**src/rtl/jtag_user_responder.sv**
```systemverilog
// Target-side ECP5 JTAGG ER1 user-register responder: oversampled scan chain with TX/RX handshakes.
// Optional saturating RX overwrite counter enabled by defining JTAG_RESPONDER_OVERFLOW_EN.
module jtag_user_responder #(
   parameter int WIDTH       = 8,
   parameter int SYNC_STAGES = 2
) (
   input  logic             clock,
   input  logic             reset,
   input  logic             jtck,
   input  logic             jtdi,
   input  logic             jshift,
   input  logic             jupdate,
   input  logic             jce1,
   input  logic             jrstn,
   output logic             jtdo1,
   input  logic [WIDTH-1:0] tx_data,
   input  logic             tx_valid,
   output logic             tx_ready,
   output logic [WIDTH-1:0] rx_data,
   output logic             rx_valid,
   input  logic             rx_ready
`ifdef JTAG_RESPONDER_OVERFLOW_EN
   ,
   output logic [7:0]       overflow_count
`endif
);

   localparam int STAGES = (SYNC_STAGES < 2) ? 2 : SYNC_STAGES;

   typedef enum logic [1:0] {
      IDLE  = 2'd0,
      SHIFT = 2'd1,
      DONE  = 2'd2
   } state_t;

   logic [5:0]       raw_s;
   logic [5:0]       sync_r [STAGES];
   logic             jtck_s, jtdi_s, jshift_s, jupdate_s, jce1_s, jrstn_s;
   logic             jtck_prev_r, jupdate_prev_r;
   logic             jtck_rise_s, jupdate_rise_s;
   logic             capture_s, shift_s, update_s, tx_load_s;
   state_t           state_r;
   logic [WIDTH:0]   shreg_r;
   logic [WIDTH-1:0] hold_data_r;
   logic             hold_full_r;
   logic             jtdo1_r;
   logic [WIDTH-1:0] rx_data_r;
   logic             rx_valid_r;

   assign raw_s = {jtck, jtdi, jshift, jupdate, jce1, jrstn};
   assign {jtck_s, jtdi_s, jshift_s, jupdate_s, jce1_s, jrstn_s} = sync_r[STAGES-1];

   assign jtck_rise_s    = jtck_s & ~jtck_prev_r;
   assign jupdate_rise_s = jupdate_s & ~jupdate_prev_r;

   // Capture/shift/update qualified by state; a TAP reset blocks them all.
   assign capture_s = jrstn_s & (state_r == IDLE) & jtck_rise_s & jce1_s & ~jshift_s;
   assign shift_s   = jrstn_s & (state_r == SHIFT) & jtck_rise_s & jce1_s & jshift_s;
   assign update_s  = jrstn_s & (state_r == SHIFT) & jupdate_rise_s;
   assign tx_load_s = tx_valid & ~hold_full_r;

   assign jtdo1    = jtdo1_r;
   assign tx_ready = ~hold_full_r;
   assign rx_data  = rx_data_r;
   assign rx_valid = rx_valid_r;

   // Synchronizer chain and edge-detect history for all JTAGG strobes.
   always_ff @(posedge clock or posedge reset) begin
      if (reset) begin
         for (int i = 0; i < STAGES; i++) begin
            sync_r[i] <= 6'b000000;
         end
         jtck_prev_r    <= 1'b0;
         jupdate_prev_r <= 1'b0;
      end else begin
         sync_r[0] <= raw_s;
         for (int i = 1; i < STAGES; i++) begin
            sync_r[i] <= sync_r[i-1];
         end
         jtck_prev_r    <= jtck_s;
         jupdate_prev_r <= jupdate_s;
      end
   end

   // Scan FSM, TX holding register and RX output register.
   always_ff @(posedge clock or posedge reset) begin
      if (reset) begin
         state_r     <= IDLE;
         shreg_r     <= {(WIDTH+1){1'b0}};
         hold_data_r <= {WIDTH{1'b0}};
         hold_full_r <= 1'b0;
         jtdo1_r     <= 1'b0;
         rx_data_r   <= {WIDTH{1'b0}};
         rx_valid_r  <= 1'b0;
      end else begin
         jtdo1_r <= shreg_r[0];

         // A load can only happen when empty, so it wins over the capture's clear.
         if (tx_load_s) begin
            hold_data_r <= tx_data;
            hold_full_r <= 1'b1;
         end else if (capture_s) begin
            hold_full_r <= 1'b0;
         end else begin
            hold_full_r <= hold_full_r;
         end

         if (update_s && shreg_r[0]) begin
            rx_data_r  <= shreg_r[WIDTH:1];
            rx_valid_r <= 1'b1;
         end else if (rx_valid_r && rx_ready) begin
            rx_valid_r <= 1'b0;
         end else begin
            rx_valid_r <= rx_valid_r;
         end

         if (!jrstn_s) begin
            state_r <= IDLE;
            shreg_r <= {(WIDTH+1){1'b0}};
         end else begin
            case (state_r)
               IDLE: begin
                  if (capture_s) begin
                     shreg_r <= hold_full_r ? {hold_data_r, 1'b1} : {(WIDTH+1){1'b0}};
                     state_r <= SHIFT;
                  end else begin
                     state_r <= IDLE;
                  end
               end
               SHIFT: begin
                  if (update_s) begin
                     state_r <= DONE;
                  end else if (shift_s) begin
                     shreg_r <= {jtdi_s, shreg_r[WIDTH:1]};
                  end else begin
                     state_r <= SHIFT;
                  end
               end
               DONE: begin
                  state_r <= IDLE;
               end
               default: begin
                  state_r <= IDLE;
               end
            endcase
         end
      end
   end

`ifdef JTAG_RESPONDER_OVERFLOW_EN
   logic [7:0] overflow_count_r;
   logic       overwrite_s;
   logic       ovf_clear_s;

   // An overwrite only counts if the consumer is not taking the old word this cycle.
   assign overwrite_s    = update_s & shreg_r[0] & rx_valid_r & ~rx_ready;
   assign ovf_clear_s    = rx_ready & ~rx_valid_r & ~jce1_s;
   assign overflow_count = overflow_count_r;

   // Saturating overwrite counter with consumer-driven clear.
   always_ff @(posedge clock or posedge reset) begin
      if (reset) begin
         overflow_count_r <= 8'd0;
      end else if (overwrite_s && (overflow_count_r != 8'd255)) begin
         overflow_count_r <= overflow_count_r + 8'd1;
      end else if (ovf_clear_s) begin
         overflow_count_r <= 8'd0;
      end else begin
         overflow_count_r <= overflow_count_r;
      end
   end
`endif

endmodule

```
**config.mk**
```make
export PLATFORM = sky130hd
export DESIGN_NAME = jtag_user_responder
export DESIGN_NICKNAME = d
export VERILOG_FILES = /design/src/rtl/jtag_user_responder.sv
export SDC_FILE = /design/constraint.sdc
export NUM_CORES = 1
export LEC_CHECK = 0
export CAP_MARGIN = 30
export CORE_AREA = 3 3 91 93
export CTS_BUF_LIST = sky130_fd_sc_hd__clkbuf_4 sky130_fd_sc_hd__clkbuf_8 sky130_fd_sc_hd__clkbuf_16
export CTS_CLUSTER_DIAMETER = 40
export DETAILED_ROUTE_END_ITERATION = 16
export DIE_AREA = 0 0 94 96
export DONT_BUFFER_PORTS = 1
export PLACE_DENSITY_LB_ADDON = 0.3
export SLEW_MARGIN = 20
export SYNTH_ARGS = -nofsm -noshare
export SYNTH_HDL_FRONTEND = slang
export SYNTH_SLANG_ARGS = --single-unit
```
**constraint.sdc**
```tcl
create_clock -name clock -period 2.31 [get_ports clock]
set_clock_uncertainty 0.15 [all_clocks]
set_input_delay 0.3465 -clock clock [delete_from_list [all_inputs] [get_ports clock]]
set_output_delay 0.3465 -clock clock [all_outputs]
set_load 0.05 [all_outputs]
```
Word-level counts from Yosys, hierarchy flattened --
Cells that the tools add are included.
Word-level totals: flip-flop bits (word level) 44, input bits 18, output and inout port bits 11, logic and storage cells 54
Cells by class: equality and inequality tests 6, muxes and demuxes 15, bitwise operators 16, reductions and logical operators 6
Operator list (number):
- 9-bit 2-to-1 mux | 5
- 9-bit case mux with 2 select lines | 1
- 1-bit bitwise AND | 12
- 3-bit != test (second input constant) | 3
- 2-bit 2-to-1 mux | 3
- 1-bit 2-to-1 mux | 5
- 4-bit != test (second input constant) | 1
- 1-bit inverter | 4
- 2-bit case mux with 2 select lines | 1
- 4-bit AND reduction | 1
- 2-bit nonzero test | 2
- 3-bit by 1-bit != test with 1-bit output (second input constant) | 1
- 2-bit by 1-bit equality test with 1-bit output (second input constant) | 1
- 1-bit logical AND | 2
- 2-bit zero test | 1

Depth between registers and ports, before layout --
depth in word-level cells 9, mapped depth 5, mapped depth without buffers 4

Worst setup path after synthesis --
OpenSTA, ideal clock, no wires.
path kind register -> register, from register jupdate_prev_r, to register shreg_r[0], library setup time 125 ps, data arrival time 1359 ps, required time 2035 ps, setup slack 676 ps, stages on the path, launching flop included 5, buffers on the path 0, clock period less this slack 1634 ps, path through dfrtp_1 -> nand2b_4 -> and3_1 -> o21ai_2 -> mux2_2
Between the ends: cells in the longest elaborated chain, start to end 5
Ends and longest elaborated chain:
- start, declared | RTL line 39 | logic jtck_prev_r, jupdate_prev_r;
- start signal, assigned | RTL line 81 | jupdate_prev_r <= jupdate_s;
- 1-bit inverter | RTL line 54 | assign jupdate_rise_s = jupdate_s & ~jupdate_prev_r;
- 1-bit bitwise AND | RTL line 54
- 1-bit bitwise AND | RTL line 59 | assign update_s = jrstn_s & (state_r == SHIFT) & jupdate_rise_s;
- 3-bit != test (no source line)
- 4-bit AND reduction (no source line)
- end signal, assigned | RTL line 89 | shreg_r <= {(WIDTH+1){1'b0}};
- end signal, assigned | RTL line 119 | shreg_r <= {(WIDTH+1){1'b0}};
- end signal, assigned | RTL line 124 | shreg_r <= hold_full_r ? {hold_data_r, 1'b1} : {(WIDTH+1){1'b0}};
- end, declared | RTL line 43 | logic [WIDTH:0] shreg_r;
Every way passes these cells. A chain may end at the register's enable or synchronous reset.

Worst setup path in the final report --
from register jupdate_prev_r, to register shreg_r[8]
The elaborated chain is that of the path after synthesis.

==> flow_metrics.env <==
export IMPL_yosys_area_share_simple_pct=10.1
export IMPL_p_switching_mw=0.599
export IMPL_antenna_left=0
export IMPL_io_pins=29
export IMPL_final_area_um2=2030
export IMPL_insertion_delay_ns=0.30
export IMPL_hold_depth=1
export IMPL_drv_slew=0
export IMPL_dp_hpwl_um=2360
export IMPL_start_kind="flip-flop"
export IMPL_worst_pin_slew_ns=0.549
export IMPL_internal_power_mw=1.37
export IMPL_synth_most_common_cell="dfrtp_1"
export IMPL_fin_crit_ns=1.78
export IMPL_drt_wl_total_um=3070
export IMPL_clock_root_buffer="clkbuf_8"
export IMPL_period_share_pct=77.0
export IMPL_synthXorXnorAreaFrac_pct=0
export IMPL_ys_seq_elements=44
export IMPL_rr_endpoint="shreg_r[8]"
export IMPL_grt_usage_pct=7.93
export IMPL_peakVddDrop_mv=0.272
export IMPL_synth_top_area_share_pct=64.6
export IMPL_port_buffers=0
export IMPL_power_density_nw_per_um2=968
export IMPL_p_clk_share_pct=25.8
export IMPL_yosys_top_cells_count="dfrtp_1 (44), mux2_2 (17), a21oi_1 (10), nand2_1 (10)"
export IMPL_hp_class="in -> reg"
export IMPL_row_count=32
export IMPL_grt_pass1_wl_um=5440
export IMPL_dpl_instance_area_um2=1850
export IMPL_syn2layout_area_growth_pct=19.1
export IMPL_rr_startpoint="jupdate_prev_r"
export IMPL_tns_ns=0
export IMPL_final_hold_violation_count=0
export IMPL_synth_top_family_by_area="multiplexers"
export IMPL_drtIter0Drc=35
export IMPL_synthAdderAreaFrac_pct=0
export IMPL_synth_edf_count=0
export IMPL_arrival_ns=1.82
export IMPL_first_global_vias=1052
export IMPL_synth_compound_area_share_pct=4.77
export IMPL_holdPathEnd="hold_data_r[3]"
export IMPL_muxShareOfSynthArea_pct=18.3
export IMPL_seq_area_um2=1100
export IMPL_yosysWarnings=0
export IMPL_core_region_area_um2=7610
export IMPL_min_from="tx_data[3]"
export IMPL_synth_fp_nets=140
export IMPL_synth_ff_type="dfrtp_1"
export IMPL_start_util_pct=22.4
export IMPL_fin_nets=154
export IMPL_rsz0062_at_grt="false"
export IMPL_ys_top_cells_by_area="dfrtp_1 (65%), mux2_2 (11%), mux2_4 (7.0%)"
export IMPL_cts_setup_buffers=0
export IMPL_multi_input_area_um2=566
export IMPL_grt_max_degree=22
export IMPL_cts_tree="built"
export IMPL_drive_gt1_share_pct=29.2
export IMPL_dieWidth_um=94
export IMPL_p_leak_nw=0.918
export IMPL_num_vias=923
export IMPL_setup_violations=0
export IMPL_ys_types=22
export IMPL_synth_avg_cell_area_um2=14.0
export IMPL_worst_r2r_cell_count=4
export IMPL_power_sequential_fraction_pct=56.0
export IMPL_postLayoutCoreUtil_pct=26.7
export IMPL_htree_levels=2
export IMPL_wl_per_cell_um=12.8
export IMPL_syn_area_um2=1700
export IMPL_cts_resized=0
export IMPL_die_y_um=96
export IMPL_power_mw=1.96
export IMPL_critPathCaptureType="flip-flop"
export IMPL_drc=0
export IMPL_antenna_found_initial=1
export IMPL_first_pass_iters=4
export IMPL_switching_share_pct=30.5
export IMPL_fill_cells=792
export IMPL_relSlewSlack_pct=63.3
export IMPL_diodes=0
export IMPL_synth_cells=122
export IMPL_cts_max_path_buffers=2
export IMPL_yosysSeqAreaShare_pct=64.6
export IMPL_reg2reg_slack_ns=0.53
export IMPL_outcome="completed"
export IMPL_dp_worst_setup_slack_ns=0.509
export IMPL_crit_type="reg -> reg"
export IMPL_maxCapViolations=0
export IMPL_yosysTopAreaCell="dfrtp_1"
export IMPL_grt_overflow=0
export IMPL_p_comb_share_pct=18.2
export IMPL_crit_path_max_fanout=9
export IMPL_gp_congestion=0.751
export IMPL_cts_sinks=44
export IMPL_via_per_inst=3.86
export IMPL_fmax_mhz=562
export IMPL_clk_pin_slew_ns=0.09
export IMPL_required_ns=2.35
export IMPL_die_area_um2=9020
export IMPL_synthArstFlopShare_pct=100
export IMPL_cts_buffers_inserted=5
export IMPL_setup_ws_ns=0.532
## routing by layer
layer,routed length [um],global-route usage (%),vias to the layer above
met4,44,3.97,0
met3,329,4.38,5
met2,1280,10.6,26
met1,1410,10.2,448
met5,0,0,-
li1,-,-,444
## registers in the layout, indices dropped and copies added, names as in the netlist
signal,flops
shreg_r,9
jrstn_s,1
jupdate_s,1
hold_full_r,1
jtdo1,1
hold_data_r,8
jtck_s,1
jce1_s,1
jtck_prev_r,1
jupdate_prev_r,1
rx_valid,1
rx_data,8
jshift_s,1
sync_r,6
state_r,2
jtdi_s,1
## how the worst max path moves through the flow
stage | to | depth (start not counted) | slack, ns | start
6_report | shreg_r[8] | 4 | 0.53 | jupdate_prev_r
5_1_grt | rx_data[5] | 4 | 0.38 | state_r[1]
4_1_cts | shreg_r[8] | 4 | 0.50 | jupdate_prev_r
3_5_place_dp | shreg_r[8] | 4 | 0.51 | jupdate_prev_r
3_3_place_gp | rx_data[0] | 4 | 0.55 | state_r[1]
2_1_floorplan | shreg_r[0] | 4 | 0.68 | jupdate_prev_r
## layout make-up
| cell class | count | share of cell area [%] |
|---|---|---|
| flip-flops and latches | 44 | 54.3 |
| clock inverters | 2 | 0.740 |
| clock buffers | 6 | 4.07 |
| inverters | 4 | 0.740 |
| repair buffers | 11 | 6.04 |
| multi-input cells | 70 | 27.9 |
| well taps | 102 | 6.29 |
## critical path, cell delays in order, from the launching register on
cell and delay (ns):
dfrtp_1 0.37, nand2b_4 0.15, and3_1 0.19, o21ai_2 0.41, mux2_2 0.40
## power by group through the flow
| stage | sequential, mW | combinational [mW] | clock, mW |
|---|---|---|---|
| floorplan | 1.06 | 0.313 | 0 |
| global placement | 1.12 | 0.330 | 0 |
| detailed placement | 1.12 | 0.349 | 0 |
| CTS | 1.11 | 0.362 | 0.526 |
| global route | 1.13 | 0.404 | 0.560 |
| finish | 1.10 | 0.358 | 0.507 |
## stage by stage
step / instances / hold WS (ns)
after floorplan: 122 / 0.181
after global placement: 222 / 0.183
after detailed placement: 223 / 0.0784
after CTS: 239 / 0.0425
after global routing: 239 / 0.0336
final: 239 / 0.0537
## cell families (layout without fill, tap and decap cells)
kind of cell	count (synthesis)	in the layout
DFF	44	44
and+or+nand+nor	30	30
muxes	25	25
AOI/OAI and AO/OA	15	15
buffers and inverters	8	23
## cell usage in the layout (no fill, tap or decap), drive strengths merged
cell type,instances
nor2,1
nand2,11
dfrtp,44
buf,3
nor4,1
inv,3
nand2b,3
clkinv,1
o21bai,1
nand3b,1
nor2b,2
clkinvlp,2
nand3,8
nor3,2
mux2,25
dlygate4sd3,8
and3,1
o21ai,4
a21oi,10
clkbuf,6
## timing repair
item                                   4_1_cts  5_1_grt
hold buffers                                 8        0
setup endpoints to repair                    0        0
endpoints found under the hold margin       18        0
Note: power is estimated with default switching activity, not from simulation.
